[src/rtl/arbitro_registro_rr.sv]
// Round-robin arbiter in front of one shared DATA_W-bit register.
// state | meaning: IDLE = waiting for req | GRANT = one-cycle grant, write at close | GAP = forced idle spacing
module arbitro_registro_rr #(
    parameter int NUM_REQ = 4,
    parameter int DATA_W  = 8,
    parameter int MIN_GAP = 1,
    parameter int IDX_W   = 2
) (
    input  logic                      clk,
    input  logic                      rst_n,
    input  logic [NUM_REQ-1:0]        req,
    input  logic [NUM_REQ*DATA_W-1:0] din,
    output logic [NUM_REQ-1:0]        gnt,
    output logic [DATA_W-1:0]         q,
    output logic                      q_upd,
    output logic [IDX_W-1:0]          owner,
    output logic                      busy
);

    localparam int GAP_W    = (MIN_GAP > 1) ? $clog2(MIN_GAP) : 1;
    localparam int GAP_LOAD = (MIN_GAP > 0) ? MIN_GAP - 1 : 0;

    typedef enum logic [1:0] {
        IDLE  = 2'd0,
        GRANT = 2'd1,
        GAP   = 2'd2
    } state_t;

    state_t             state;
    logic [IDX_W-1:0]   ptr;
    logic [IDX_W-1:0]   sel;
    logic [GAP_W-1:0]   gap_cnt;
    logic [IDX_W-1:0]   pick;
    logic [IDX_W-1:0]   idx;
    logic               found;

    // first active request at or after ptr, wrapping modulo NUM_REQ
    always_comb begin
        pick  = '0;
        idx   = '0;
        found = 1'b0;
        for (int i = 0; i < NUM_REQ; i++) begin
            idx = IDX_W'((int'(ptr) + i) % NUM_REQ);
            if (!found && req[idx]) begin
                found = 1'b1;
                pick  = idx;
            end
        end
    end

    always_ff @(posedge clk or negedge rst_n) begin
        if (!rst_n) begin
            state   <= IDLE;
            gnt     <= '0;
            q       <= '0;
            q_upd   <= 1'b0;
            owner   <= '0;
            busy    <= 1'b0;
            ptr     <= '0;
            sel     <= '0;
            gap_cnt <= '0;
        end else begin
            q_upd <= 1'b0;
            case (state)
                IDLE: begin
                    if (found) begin
                        gnt      <= '0;
                        gnt[pick] <= 1'b1;
                        sel      <= pick;
                        state    <= GRANT;
                        busy     <= 1'b1;
                    end
                end
                GRANT: begin
                    gnt <= '0;
                    // a requester that dropped req during its grant forfeits the write
                    if (req[sel]) begin
                        q     <= din[sel*DATA_W +: DATA_W];
                        owner <= sel;
                        q_upd <= 1'b1;
                    end
                    ptr <= IDX_W'((int'(sel) + 1) % NUM_REQ);
                    if (MIN_GAP > 0) begin
                        state   <= GAP;
                        gap_cnt <= GAP_W'(GAP_LOAD);
                    end else begin
                        state <= IDLE;
                        busy  <= 1'b0;
                    end
                end
                GAP: begin
                    if (gap_cnt == '0) begin
                        state <= IDLE;
                        busy  <= 1'b0;
                    end else begin
                        gap_cnt <= gap_cnt - 1'b1;
                    end
                end
                default: begin
                    state <= IDLE;
                    gnt   <= '0;
                    busy  <= 1'b0;
                end
            endcase
        end
    end

endmodule

[config.mk]
export PLATFORM = sky130hd
export DESIGN_NAME = arbitro_registro_rr
export DESIGN_NICKNAME = d
export VERILOG_FILES = /design/src/rtl/arbitro_registro_rr.sv
export SDC_FILE = /design/constraint.sdc
export NUM_CORES = 1
export LEC_CHECK = 0
export CAP_MARGIN = 30
export CORE_MARGIN = 2
export CORE_UTILIZATION = 44
export DETAILED_ROUTE_END_ITERATION = 12
export MAX_ROUTING_LAYER = met4
export PLACE_DENSITY = 0.92
export SLEW_MARGIN = 15
export SYNTH_ARGS = -nofsm -noshare
export SYNTH_HDL_FRONTEND = slang
export SYNTH_SLANG_ARGS = --single-unit
[constraint.sdc]
create_clock -name clk -period 2.6 [get_ports clk]
set_input_delay 0.52 -clock clk [delete_from_list [all_inputs] [get_ports clk]]
set_output_delay 0.52 -clock clk [all_outputs]
set_load 0.03 [all_outputs]
# --- After elaboration in Yosys (flattened, before gate mapping) ---
# Cells that the tools add are included.
classes:
  add_sub_neg: 5
  n_lt_le_gt_ge: 7
  eq_ne: 4
  n_shift: 1
  muxes: 32
  bitwise_logic: 2
  reduce_logical: 14
op_table:
  columns: ["op", "count"]
  rows:
  - ["$shiftx A32 B6 Y8", 1]
  - ["$lt A2 B3 Y1 const B", 6]
  - ["$mux W1", 15]
  - ["$mux W2", 6]
  - ["$bmux W1 S2", 5]
  - ["$pmux W4 S2", 1]
  - ["$reduce_and A2 Y1", 4]
  - ["$pmux W2 S3", 1]
  - ["$add A2 B1 Y2 const B", 2]
  - ["$add A2 B2 Y2 const B", 2]
  - ["$logic_and A1 B1 Y1", 4]
  - ["$mux W4", 1]
  - ["$ne A2 B2 Y1 const B", 2]
  - ["$logic_not A1 Y1", 3]
  - ["$pmux W1 S3", 1]
  - ["$reduce_and A3 Y1", 1]
  - ["$demux W1 S2", 1]
  - ["$eq A2 B1 Y1 const B", 1]
  - ["$eq A2 B2 Y1 const B", 1]
  - ["$ge A2 B1 Y1 const B", 1]
  - ["$logic_not A2 Y1", 1]
  - ["$not A1 Y1", 2]
  - ["$pmux W1 S2", 1]
  - ["$reduce_bool A2 Y1", 1]
  - ["$sub A1 B1 Y1 const B", 1]
word_totals:
  ff_bits: 23
  inputBits: 38
  out_inout_bits: 16
  elab_cells: 74

# --- Depth between registers and ports, before layout ---
logic_depth:
  word_depth: 18
  mapped_depth: 5
  depth_no_buf: 4

# --- Worst setup path after synthesis ---
# No wires, ideal clock.
synth_timing:
  path_type: "input port to flip-flop"
  startpoint: "input req[3]"
  endpoint: "register owner[0]"
  setup_time_ps: 125
  arrival_ps: 1514
  required_ps: 2475
  slack_ps: 960
  stages: 4
  n_path_buf: 1
  cell_sequence: "mux4_2 nand2_2 buf_8 mux2_4"
synth_between:
  elab_chain_len: 3
synth_lines:
  columns: ["item", "line_no", "source"]
  rows:
  - ["start, declared", "11", "input logic [NUM_REQ-1:0] req,"]
  - ["$bmux W1 S2", "77", "if (req[sel]) begin"]
  - ["$mux W1 (implied by the code)", "77", null]
  - ["$reduce_and A2 Y1 (no line)", null, null]
  - ["end signal, assigned", "79", "owner <= sel;"]
  - ["end, declared", "16", "output logic [IDX_W-1:0] owner,"]
# Every way passes these cells. The select of a mux whose other input is x is not followed.
# A chain may end at the register's enable or synchronous reset.

# --- Worst setup path after layout ---
layout_timing:
  startpoint: "input req[3]"
  endpoint: "register q[6]"
layout_between:
  elab_chain_len: 3
layout_lines:
  columns: ["item", "line_no", "source"]
  rows:
  - ["$bmux W1 S2", "77", null]
  - ["$mux W1 (implied by the code)", "77", null]
  - ["$reduce_and A2 Y1 (no line)", null, null]
  - ["end signal, assigned", "78", "q <= din[sel*DATA_W +: DATA_W];"]
  - ["end, declared", "14", "output logic [DATA_W-1:0] q,"]
# Every way passes these cells. The select of a mux whose other input is x is not followed.

==> impl_metrics.env <==
export IMPL_status="finished clean"
export IMPL_grt_first_pass_wirelength_um=4730
export IMPL_hold_depth=1
export IMPL_power_share_clock=0.122
export IMPL_holdBufCountCts=0
export IMPL_power_leakage_uw=0.000754
export IMPL_worstPathArrival_ps=2220
export IMPL_drv_cap=0
export IMPL_async_flop_share=1.00
export IMPL_finalHoldViolCount=0
export IMPL_dpl_worst_slack_ps=255
export IMPL_track_usage=0.205
export IMPL_io_buffers=53
export IMPL_fin_crit_sh=0.774
export IMPL_htreeDepth=1
export IMPL_synth_nets=118
export IMPL_cts_setup_buffers=0
export IMPL_crit_fanout=11
export IMPL_syn_instance_count=80
export IMPL_rsz0062_at_grt="false"
export IMPL_die_w_um=55.5
export IMPL_setup_tns_ps=0
export IMPL_die_y_um=55.5
export IMPL_p_sw_uw=816
export IMPL_worstSetupPathType="input pin to flop"
export IMPL_peakVddDrop_v=0.000974
export IMPL_hp_class="flop to flop"
export IMPL_gp_congestion=0.785
export IMPL_postLayoutCoreUtil=0.712
export IMPL_yosys_warnings=0
export IMPL_place_area_um2=1730
export IMPL_reg2reg_depth=3
export IMPL_fmax_mhz=497
export IMPL_required_ps=2810
export IMPL_finalSetupViolCount=0
export IMPL_dr_pass1_iters=4
export IMPL_start_util=0.467
export IMPL_synth_most_common_cell="dfrtp_1"
export IMPL_grt_pass1_vias=935
export IMPL_yosys_top_cells_area="dfrtp_1 (47%), mux4_2 (14%), mux2_4 (12%), mux4_1 (4.5%), a32o_1 (3.4%)"
export IMPL_synth_area_um2=1170
export IMPL_num_rows=18
export IMPL_pwr_share_seq=0.310
export IMPL_die_area_um2=3080
export IMPL_path_clk_slew_ps=120
export IMPL_vias_per_cell=5.36
export IMPL_wl_um=2860
export IMPL_drc=0
export IMPL_gr_total_overflow=0
export IMPL_cts_root_buf="clkbuf_4"
export IMPL_p_int_uw=1310
export IMPL_swShare=0.384
export IMPL_grt_antenna_before_repair=0
export IMPL_seq_area_frac_synth=0.472
export IMPL_cts_sinks=22
export IMPL_cts_tree="built"
export IMPL_grt_max_degree=23
export IMPL_synthToLayoutAreaGrowth_pct=52.4
export IMPL_dp_final_hpwl_um=2270
export IMPL_antenna_cells=0
export IMPL_cp_start_kind="input pin"
export IMPL_cts_resized=0
export IMPL_ys_ff_latch=22
export IMPL_syn_area_per_cell_um2=14.6
export IMPL_cts_max_path_buffers=2
export IMPL_worst_pin_slew_ps=473
export IMPL_synth_enable_flop_cells=0
export IMPL_yosysTopAreaCellShare=0.472
export IMPL_clock_latency_ps=310
export IMPL_cellPowerDensity_nw_per_um2=1190
export IMPL_setup_slack_ps=588
export IMPL_synth_top_area_cell="dfrtp_1"
export IMPL_wl_per_cell_um=17.2
export IMPL_slew_headroom=0.685
export IMPL_p_comb_frac=0.568
export IMPL_drive_gt1_frac=0.199
export IMPL_slew_viol_final=0
export IMPL_design_area_um2=1780
export IMPL_fin_worst_skew_ps=7.16
export IMPL_detail_route_antenna_nets=0
export IMPL_num_vias=889
export IMPL_ys_top_cells_by_count="dfrtp_1 (22), mux2_4 (9), mux4_2 (7)"
export IMPL_ios=54
export IMPL_yosys_cell_types_count=27
export IMPL_core_area_um2=2500
export IMPL_fin_crit_ps=2010
export IMPL_drt_iter0_markers=38
export IMPL_nets=175
export IMPL_end_kind="flop"
export IMPL_synthFlopType="dfrtp_1"
export IMPL_cts_made_buffers=3
[cell type report]
class	instances	area (um2)
fillers	169	721
multi-input cells	53	586
flip-flops and latches	22	551
repair buffers	55	546
well taps	30	37.5
clock inverters	1	30.0
clock buffers	3	22.5
inverters	2	7.51
[cell usage in the layout, fill, tap and decap left out, types with 2 or more instances in the layout]
cell type and count:
mux4_2 7, dfrtp_1 22, mux4_1 2, mux2_1 2, nor2_1 6, clkbuf_4 3
nand2b_1 3, buf_4 2, a32o_1 4, clkdlybuf4s50_1 53, mux2_4 9, o21ai_0 3
nand2_1 3, nor2b_1 3
[power by group through the flow]
stage          Sequential, uW  Clock (uW)  Combinational (uW)
6_report                  660         259                1210
5_1_grt                   683         282                1270
4_1_cts                   661         266                1210
3_5_place_dp              669           0                1210
3_3_place_gp              650           0                1170
2_1_floorplan             857           0                 603
[registers in the layout, indices dropped and copies added (netlist names)]
name	count
ptr	2
busy	1
q_upd	1
state	2
gnt	4
owner	2
sel	2
q	8
[cell families (layout without fill, tap and decap cells)]
kind of cell	count (synthesis)	count (layout)	share of synthesized area
buffers and inverters	5	61	0.0268
and+or+nand+nor	20	20	0.0954
AOI/OAI and AO/OA	11	11	0.0740
DFF	22	22	0.472
muxes	21	21	0.325
xor gates and xnor gates	1	1	0.00750
[routing by layer]
metal | global-route usage | share of wire | vias to the layer above
met5 | - | 0 | -
met4 | 0.0732 | 0.018 | 0
met3 | 0.0328 | 0.044 | 6
met2 | 0.349 | 0.55 | 28
met1 | 0.248 | 0.38 | 436
li1 | - | - | 419
[worst paths after layout]
check / start / endpoint / slack [ps]
hold reg to reg: gnt[0]$_DFFE_PN0P_ / gnt[0]$_DFFE_PN0P_ / 510
max in group asynchronous: rst_n / q[0]$_DFFE_PN0P_ / 1830
setup reg to reg: sel[1]$_DFFE_PN0P_ / q[6]$_DFFE_PN0P_ / 780
min in group asynchronous: rst_n / q[6]$_DFFE_PN0P_ / 540
setup / recovery: req[3] / q[6]$_DFFE_PN0P_ / 590
hold / removal: gnt[0]$_DFFE_PN0P_ / gnt[0]$_DFFE_PN0P_ / 510
[critical path, stage by stage]
cell,delay [ps]
clkdlybuf4s50_1,500
mux4_2,520
nand2_2,300
mux2_2,380
[metrics by stage]
step	hold WS, ps	instances	power (uW)
final	513	166	2130
after global routing	540	166	2240
after CTS	513	166	2140
after detailed placement	488	162	1880
after global placement	477	162	1820
after floorplan	224	80	1460
Power figures use the tool's default switching activity.
